--- src/rtl/xbar_pkg.sv ---
// rtl/xbar_pkg.sv - shared sizes, frame/entry types and pointer helper for the serial crossbar
//
// Purpose: single source for the crossbar geometry. Everything else derives
// its widths from here, so changing ports/packet_width re-sizes the design.
// Ports: none (package).
package xbar_pkg;

    localparam int ports        = 4;
    localparam int packet_width = 8;
    localparam int DEST_W       = $clog2(ports);
    localparam int SRC_W        = DEST_W;
    localparam int FRAME_BITS   = packet_width + DEST_W;
    localparam int FIFO_DEPTH   = 4;
    localparam int ADDR_W       = $clog2(FIFO_DEPTH);
    localparam int PTR_W        = ADDR_W + 1;
    localparam int CNT_W        = $clog2(FRAME_BITS);

    typedef logic [DEST_W-1:0] port_t;

    // Wire format of one serial frame: destination in the top bits.
    typedef struct packed {
        port_t                   dest;
        logic [packet_width-1:0] payload;
    } frame_t;

    // What each output queue stores: the payload plus where it came from.
    typedef struct packed {
        port_t                   src;
        logic [packet_width-1:0] payload;
    } entry_t;

    // Pointers carry one extra wrap bit: same slot but different wrap = full.
    function automatic logic ptr_full(input logic [PTR_W-1:0] wptr,
                                      input logic [PTR_W-1:0] rptr);
        return (wptr[ADDR_W] != rptr[ADDR_W]) &&
               (wptr[ADDR_W-1:0] == rptr[ADDR_W-1:0]);
    endfunction

endpackage

--- src/rtl/xbar_switch_if.sv ---
// rtl/xbar_switch_if.sv - serial input and per-port output handshake bundle
//
// Purpose: groups the crossbar's data-path signals.
// Signals:
//   serial_in  - serial frame stream, MSB first
//   ready_in   - per-output consumer ready
//   valid_out  - per-output queue not empty
//   data_out   - per-output head payload
//   src_out    - per-output head source tag
//   overflow   - per-output sticky drop flag
// Modports: slave = the crossbar, master = the driver/consumer side.
interface xbar_switch_if;
    import xbar_pkg::*;

    logic                                   serial_in;
    logic [ports-1:0]                       ready_in;
    logic [ports-1:0]                       valid_out;
    logic [ports-1:0][packet_width-1:0]     data_out;
    logic [ports-1:0][SRC_W-1:0]            src_out;
    logic [ports-1:0]                       overflow;

    modport slave (
        input  serial_in,
        input  ready_in,
        output valid_out,
        output data_out,
        output src_out,
        output overflow
    );

    modport master (
        output serial_in,
        output ready_in,
        input  valid_out,
        input  data_out,
        input  src_out,
        input  overflow
    );

endinterface

--- src/rtl/xbar_switch_counter.sv ---
// rtl/xbar_switch_counter.sv - free-running modulo-MOD counter
//
// Purpose: tracks the bit position inside a serial frame.
// Ports:
//   clk   - system clock, rising edge
//   rst   - asynchronous active-low reset, clears count to 0
//   count - current position, 0..MOD-1, wraps
module counter #(
    parameter int MOD = 10
) (
    input  logic                   clk,
    input  logic                   rst,
    output logic [$clog2(MOD)-1:0] count
);

    localparam int W = $clog2(MOD);

    logic [W-1:0] r_count;

    always_ff @(posedge clk or negedge rst) begin
        if (!rst) begin
            r_count <= '0;
        end else if (r_count == W'(MOD - 1)) begin
            r_count <= '0;
        end else begin
            r_count <= r_count + W'(1);
        end
    end

    assign count = r_count;

endmodule

--- src/rtl/xbar_switch.sv ---
// rtl/xbar_switch.sv - serial-input crossbar with per-destination output queues
//
// Purpose: deserializes 10-bit frames (dest + payload), tags each with a
// source index, and queues it in the FIFO of its destination port.
// Ports:
//   clk - system clock, rising edge
//   rst - asynchronous active-low reset
//   bus - xbar_switch_if.slave: serial_in, ready_in, valid_out, data_out,
//         src_out, overflow
module xbar_switch
    import xbar_pkg::*;
(
    input  logic          clk,
    input  logic          rst,
    xbar_switch_if.slave  bus
);

    logic [CNT_W-1:0]      w_count;
    logic                  w_last_bit;
    logic [FRAME_BITS-1:0] w_frame_bits;

    // Only FRAME_BITS-1 bits are kept: the final bit goes straight into
    // r_frame together with the accumulated ones.
    logic [FRAME_BITS-2:0] r_shift;
    frame_t                r_frame;
    logic                  r_frame_vld;
    port_t                 r_frame_src;
    port_t                 r_frame_idx;

    counter #(
        .MOD   (FRAME_BITS)
    ) u_bit_cnt (
        .clk   (clk),
        .rst   (rst),
        .count (w_count)
    );

    assign w_last_bit   = (w_count == CNT_W'(FRAME_BITS - 1));
    assign w_frame_bits = {r_shift, bus.serial_in};

    // Frame capture. The source tag is the frame index mod ports; port_t is
    // exactly log2(ports) bits, so natural wrap gives the modulo.
    always_ff @(posedge clk or negedge rst) begin
        if (!rst) begin
            r_shift     <= '0;
            r_frame     <= '0;
            r_frame_vld <= 1'b0;
            r_frame_src <= '0;
            r_frame_idx <= '0;
        end else begin
            r_shift     <= w_frame_bits[FRAME_BITS-2:0];
            r_frame_vld <= w_last_bit;
            if (w_last_bit) begin
                r_frame     <= frame_t'(w_frame_bits);
                r_frame_src <= r_frame_idx;
                r_frame_idx <= r_frame_idx + port_t'(1);
            end
        end
    end

    for (genvar p = 0; p < ports; p++) begin : g_q
        entry_t           r_mem [FIFO_DEPTH];
        logic [PTR_W-1:0] r_wptr;
        logic [PTR_W-1:0] r_rptr;
        logic             r_ovf;
        logic             w_empty;
        logic             w_full;
        logic             w_push;
        logic             w_pop;
        logic             w_accept;

        assign w_empty  = (r_wptr == r_rptr);
        assign w_full   = ptr_full(r_wptr, r_rptr);
        assign w_push   = r_frame_vld && (r_frame.dest == port_t'(p));
        assign w_pop    = !w_empty && bus.ready_in[p];
        // A pop in the same cycle frees the head slot, so a full queue can
        // still take the new frame; the write lands in the slot being vacated.
        assign w_accept = w_push && (!w_full || w_pop);

        always_ff @(posedge clk or negedge rst) begin
            if (!rst) begin
                r_wptr <= '0;
                r_rptr <= '0;
                r_ovf  <= 1'b0;
                for (int i = 0; i < FIFO_DEPTH; i++) begin
                    r_mem[i] <= '0;
                end
            end else begin
                if (w_pop) begin
                    r_rptr <= r_rptr + PTR_W'(1);
                end
                if (w_accept) begin
                    r_mem[r_wptr[ADDR_W-1:0]] <= '{src: r_frame_src, payload: r_frame.payload};
                    r_wptr <= r_wptr + PTR_W'(1);
                end
                if (w_push && !w_accept) begin
                    r_ovf <= 1'b1;
                end
            end
        end

        assign bus.valid_out[p] = !w_empty;
        assign bus.data_out[p]  = r_mem[r_rptr[ADDR_W-1:0]].payload;
        assign bus.src_out[p]   = r_mem[r_rptr[ADDR_W-1:0]].src;
        assign bus.overflow[p]  = r_ovf;
    end

endmodule

--- src/flat_wrapper.sv ---
// flat-port wrapper written by rule: the top's interface ports become plain ports
module xbar_switch_flat import xbar_pkg::*;
  (clk, rst, bus_serial_in, bus_ready_in, bus_valid_out, bus_data_out, bus_src_out, bus_overflow);
  xbar_switch_if bus_i ();
  input  logic clk;
  input  logic rst;
  input wire logic [$bits(bus_i.serial_in)-1:0] bus_serial_in;
  input wire logic [$bits(bus_i.ready_in)-1:0] bus_ready_in;
  output wire logic [$bits(bus_i.valid_out)-1:0] bus_valid_out;
  output wire logic [$bits(bus_i.data_out)-1:0] bus_data_out;
  output wire logic [$bits(bus_i.src_out)-1:0] bus_src_out;
  output wire logic [$bits(bus_i.overflow)-1:0] bus_overflow;
  assign bus_i.serial_in = bus_serial_in;
  assign bus_i.ready_in = bus_ready_in;
  assign bus_valid_out = bus_i.valid_out;
  assign bus_data_out = bus_i.data_out;
  assign bus_src_out = bus_i.src_out;
  assign bus_overflow = bus_i.overflow;
  xbar_switch u_core (.clk(clk), .rst(rst), .bus(bus_i));
endmodule
--- config.mk ---
export PLATFORM = sky130hd
export DESIGN_NAME = xbar_switch_flat
export DESIGN_NICKNAME = d
export VERILOG_FILES = /design/src/rtl/xbar_pkg.sv /design/src/rtl/xbar_switch_if.sv /design/src/rtl/xbar_switch_counter.sv /design/src/rtl/xbar_switch.sv /design/src/flat_wrapper.sv
export SDC_FILE = /design/constraint.sdc
export NUM_CORES = 1
export LEC_CHECK = 0
export CAP_MARGIN = 10
export CORE_MARGIN = 3
export CORE_UTILIZATION = 50
export DETAILED_ROUTE_END_ITERATION = 8
export PLACE_DENSITY = 0.76
export SYNTH_ARGS = -nofsm -noshare
export SYNTH_HDL_FRONTEND = slang
export SYNTH_HIERARCHICAL = 1
export SYNTH_SLANG_ARGS = --single-unit
--- constraint.sdc ---
create_clock -name clk -period 2.3 [get_ports clk]
set_input_delay 0.46 -clock clk [delete_from_list [all_inputs] [get_ports clk]]
set_output_delay 0.46 -clock clk [all_outputs]
set_load 0.05 [all_outputs]
# Word-level counts from Yosys, hierarchy flattened
# Cells that the tools add are included.
totals:
  output_inout_bits: 48
  register_bits: 216
classes:
  reduce_logical: 41
  n_bitwise: 8
  muxes: 25
  eq_ne: 16
  n_addsub: 10
  magnitude_cmp: 12
ops:
  columns: ["operator", "n"]
  rows:
  - ["bitwise mux 40 bit", 4]
  - ["2-to-1 mux 10 bit", 12]
  - ["binary-select mux 10 bit (select 2 bit)", 4]
  - ["demux 10 bit (select 2 bit)", 4]
  - ["adder 3 x 1 -> 3 bit, second input constant", 8]
  - ["greater-or-equal comparator 3 bit, second input constant", 8]
  - ["logical AND 1 bit", 24]
  - ["inverter 2 -> 3 bit", 8]
  - ["equality test 3 bit", 4]
  - ["zero test 1 bit", 12]
  - ["less-than comparator 3 x 1 -> 1 bit, second input constant", 4]
  - ["equality test 2 bit", 4]
  - ["adder 4 x 1 -> 4 bit, second input constant", 1]
  - ["equality test 2 bit, second input constant", 2]
  - ["equality test 4 bit, second input constant", 1]
  - ["logical OR 1 bit", 4]
  - ["2-to-1 mux 4 bit", 1]
  - ["inequality test 1 bit", 4]
  - ["adder 2 x 1 -> 2 bit, second input constant", 1]
  - ["equality test 2 x 1 -> 1 bit, second input constant", 1]
  - ["zero test 2 bit", 1]

# Depth between registers and ports, before layout
# Gate-level depths: netlist of the first run.
depth:
  word_depth: 7
  depth_mapped: 5
  ltp_nobuf: 5

# By module
# Netlist of the first run, hierarchy kept.
by_module_without_submodules:
  columns: ["module", "n_inst", "cells_per_inst", "area_per_inst_um2"]
  rows:
  - ["xbar_switch", 1, 608, 9900.7]
  - ["counter", 1, 14, 165.2]

# Worst setup path after synthesis of the first run
# Ideal clock, no wire load.
synth_timing:
  path_type: "flip-flop to output port"
  from: "register u_core.g_q[1].r_rptr[0]"
  to: "output bus_data_out[10]"
  path_stages_with_launch: 3
  slack_ns: 0.407
  required_time_ns: 1.840
  arrival_ns: 1.433
  path_buffers: 1
  path_cell_list: "dfrtp_1 > buf_2 > mux4_2"
synth_between:
  elab_chain_cells: 4
synth_lines:
  columns: ["element", "line_no", "source"]
  rows:
  - ["start: declaration", "xbar_switch.sv:64", "logic [PTR_W-1:0] r_rptr;"]
  - ["start signal: assignment", "xbar_switch.sv:90", "r_rptr <= r_rptr + PTR_W'(1);"]
  - ["inverter 2 -> 3 bit (not written as such)", "xbar_switch.sv:103", "assign bus.data_out[p] = r_mem[r_rptr[ADDR_W-1:0]].payload;"]
  - ["binary-select mux 10 bit (select 2 bit)", "xbar_switch.sv:103", null]
  - ["2-to-1 mux 10 bit (not written as such) (2 in series)", "xbar_switch.sv:103", null]
  - ["end: declaration", "flat_wrapper.sv:10", "output wire logic [$bits(bus_i.data_out)-1:0] bus_data_out;"]
# No other way between the ends. The select of a mux whose other input is x is not followed.

# Worst setup path after layout of the first run
layout_timing:
  from: "register u_core.g_q[2].r_rptr[0]"
  to: "output bus_data_out[19]"
layout_between:
  elab_chain_cells: 4
layout_lines:
  columns: ["element", "line_no"]
  rows:
  - ["start: declaration", "xbar_switch.sv:64"]
  - ["start signal: assignment", "xbar_switch.sv:90"]
  - ["inverter 2 -> 3 bit (not written as such)", "xbar_switch.sv:103"]
  - ["binary-select mux 10 bit (select 2 bit)", "xbar_switch.sv:103"]
  - ["2-to-1 mux 10 bit (not written as such) (2 in series)", "xbar_switch.sv:103"]
# No other way between the ends. The select of a mux whose other input is x is not followed.

==> results of run 1 <==
-- report_power, final --
part           leakage [nW]  switching [mW]  internal, mW  total [mW]
Sequential             2.85           0.480          4.20        4.68
Clock                 0.377            1.44          2.26        3.71
Combinational          2.64            2.66          2.18        4.84
-- per-stage QoR --
step	util	TNS (ns)
finish	0.640	0
global route	0.640	-0.319
CTS	0.628	-0.000979
detailed placement	0.575	0
global placement	0.575	0
floorplan	-	0
-- worst max-delay path by stage --
stage	cells past startpoint	to	startpoint
final	3	bus_data_out[19]	u_core/g_q[2].r_rptr[0]$_DFFE_PN0P_
after global routing	4	bus_valid_out[2]	u_core/g_q[2].r_wptr[1]$_DFFE_PN0P_
after CTS	3	bus_src_out[1]	u_core/g_q[0].r_rptr[0]$_DFFE_PN0P_
after detailed placement	5	u_core/g_q[0].r_mem[4]$_DFFE_PN0P_	bus_ready_in[0]
after global placement	5	u_core/g_q[0].r_mem[11]$_DFFE_PN0P_	bus_ready_in[0]
after floorplan	2	bus_data_out[10]	u_core/g_q[1].r_rptr[0]$_DFFE_PN0P_
-- cells in the final DEF (no fill, tap or decap), types with 3 or more instances in the layout --
cell and instances:
o41ai_2 4, and4b_1 8, clkbuf_1 5, xor2_1 5, ha_1 20, nor2_1 7
buf_6 37, nand2_1 9, mux4_2 40, xnor2_1 14, clkinv_2 3, buf_4 36
clkdlybuf4s50_1 9, inv_1 13, o41ai_1 4, mux2_4 5, o311ai_0 3, o41ai_4 12
mux2_1 32, mux2_2 143, dfrtp_1 212, clkbuf_8 7, o31ai_1 5, xnor2_4 4
nor4bb_1 4, a31o_2 4, dfrtp_2 4, xor2_4 7, buf_12 25, clkbuf_16 26
and4_1 4
-- routing by layer --
metal	wire length, um	GRT usage	vias up
met3	921	0.0300	29
li1	-	-	2527
met5	0	0	-
met2	10900	0.341	102
met1	9000	0.264	3048
met4	377	0.0503	0
-- registers in the layout, summed over array words and instances, names as in the netlist --
register                cells
u_core/g_q.r_rptr          12
u_core/g_q.r_mem          160
u_core/u_bit_cnt/count      4
u_core/r_frame             10
u_core/g_q.r_ovf            4
u_core/g_q.r_wptr          12
u_core/r_frame_src          2
u_core/r_frame_idx          2
u_core/r_shift              9
u_core/r_frame_vld          1
-- kinds of logic after synthesis --
kind of cell / after synthesis / share of synthesized area
AOI/OAI and AO/OA: 38 / 0.0566
xor gates and xnor gates: 31 / 0.0359
adders and majority gates: 20 / 0.0249
buffers and inverters: 51 / 0.0218
DFF: 216 / 0.537
muxes: 222 / 0.295
and+or+nand+nor: 44 / 0.0292
-- cell type report --
cell class / count / area, sq um / share of cell area
clock buffers: 34 / 677 / 0.0540
clock inverters: 8 / 98.8 / 0.00789
inverters: 13 / 48.8 / 0.00389
multi-input cells: 355 / 4590 / 0.366
flip-flops and latches: 216 / 5410 / 0.432
well taps: 265 / 332 / 0.0265
repair buffers: 112 / 1380 / 0.110
-- worst max-delay path, stage by stage (launching register included) --
cell and delay (ns):
dfrtp_2 0.43, clkbuf_16 0.19, mux4_2 0.53, buf_6 0.18
-- repair_timing --
action / 4_1_cts / 5_1_grt
hold buffers: 1 / 0
gates cloned: 0 / 3
pin swaps: 0 / 1
setup endpoints to repair: 39 / 37
gates resized for setup: 30 / 32
setup buffers: 5 / 6
endpoints found under the hold margin: 62 / 0
==> impl_metrics.tcl, run 1 <==
set metrics [dict create \
    rr_worst_depth 6 \
    fin_worst_skew_ns 0.0153 \
    die_h_um 148 \
    min_period_ns 2.28 \
    synth_seq_cells 216 \
    dp.cells 946 \
    synthFlopType "dfrtp_1" \
    status "finished, final reports clean" \
    cts_max_level 1 \
    syn_to_final_growth_pct 24.5 \
    worstHoldStart "u_core/r_shift[3]$_DFF_PN0_" \
    hold_ws_ns 0.378 \
    post-route-period-util 0.992 \
    clock_latency_ns 0.50 \
    netlist_top_cells_area "dfrtp_1 54%, mux2_2 16%, mux4_2 8.9%" \
    grt_usage 0.197 \
    worstSetupPathType "register to primary output" \
    routed_wl_um 21200 \
    drive_gt1_frac 0.499 \
    final_antenna_net_count 0 \
    worstPathRequired_ns 1.84 \
    slew_headroom 0.547 \
    synth.avg_cell_area_sq_um 16.2 \
    arrival_ns 1.82 \
    yosysTopAreaCell "dfrtp_1" \
    core-area_sq_mm 0.0196 \
    startpoint_type "register" \
    worst-path-max-fanout 6 \
    num-fill-cells 1322 \
    wire_per_inst_um 21.1 \
    ys_async_sr_fraction 1.00 \
    synth_warnings 6 \
    clk_pin_slew_ns 0.06 \
    dp_slack_ns 0.124 \
    p_per_area_mw_per_mm2 1050 \
    synth.most_common_cell "dfrtp_1" \
    overflow 0 \
    cts_buffer_depth 3 \
    die_w_um 148 \
    clock-sinks 216 \
    drt_pass1_iterations 4 \
    setup_viol 0 \
    pin_count 55 \
    cts_made_buffers 23 \
    grt_setup_unrepaired "yes" \
    worst_pin_slew_ns 0.680 \
    first_iter_violations 317 \
    dr_total_vias 5706 \
    synthTopCellsByCount "216 x dfrtp_1, 143 x mux2_2, 40 x mux4_2" \
    reg2reg_to "u_core/g_q[1].r_mem[1]$_DFFE_PN0P_" \
    p_total_mw 13.2 \
    post-dp-hpwl_um 13900 \
    place_area_sq_mm 0.0113 \
    worst_ir_drop_vdd_mv 0.527 \
    dieArea_sq_mm 0.0219 \
    p_leak_nw 5.86 \
    hold_path_class "register to register" \
    grt_pass1_vias 6273 \
    rows 51 \
    setup_ws_ns 0.0191 \
    rrSetupSlack_ns 0.26 \
    ys_seq_area_frac 0.537 \
    antenna_cells 0 \
    fin_cells 1003 \
    whs_path_depth 0 \
    synth-edff-count 0 \
    root_buffer "clkbuf_16" \
    synthDominantCellAreaShare 0.537 \
    synth_cell_types 38 \
    grt_max_degree 68 \
    finalInstanceArea_sq_mm 0.0125 \
    viasPerCell 5.69 \
    gp_congestion 0.805 \
    netlist_area_sq_mm 0.0101 \
    port_buffers 54 \
    cap_violations 0 \
    slew_viol_final 0 \
    cts_tree "done" \
    hold_viol_final 0 \
    r2r-start "u_core/g_q[1].r_rptr[0]$_DFFE_PN0P_" \
    crit_path_end_kind "primary output" \
    drc 0 \
    holdPathEnd "u_core/r_shift[4]$_DFF_PN0_" \
    nets 748 \
    syn_inst 622 \
    antenna_found_initial 0 \
    grt_pass1_wl_um 34400 \
    clock.fmax_mhz 438 \
    synthesis.nets 649 \
    start_util 0.514 \
]
Power figures use the tool's default switching activity.
==> inputs of run 2 (changes only) <==
--- a/config.mk
+++ b/config.mk
@@ -5,6 +5,7 @@
 export SDC_FILE = /design/constraint.sdc
 export NUM_CORES = 1
 export LEC_CHECK = 0
+export ABC_CLOCK_PERIOD_IN_PS = 2300
 export CAP_MARGIN = 10
 export CORE_MARGIN = 3
 export CORE_UTILIZATION = 50
==> results of run 2 <==
No change in the layout: final DEF, timing and power equal those of run 1.
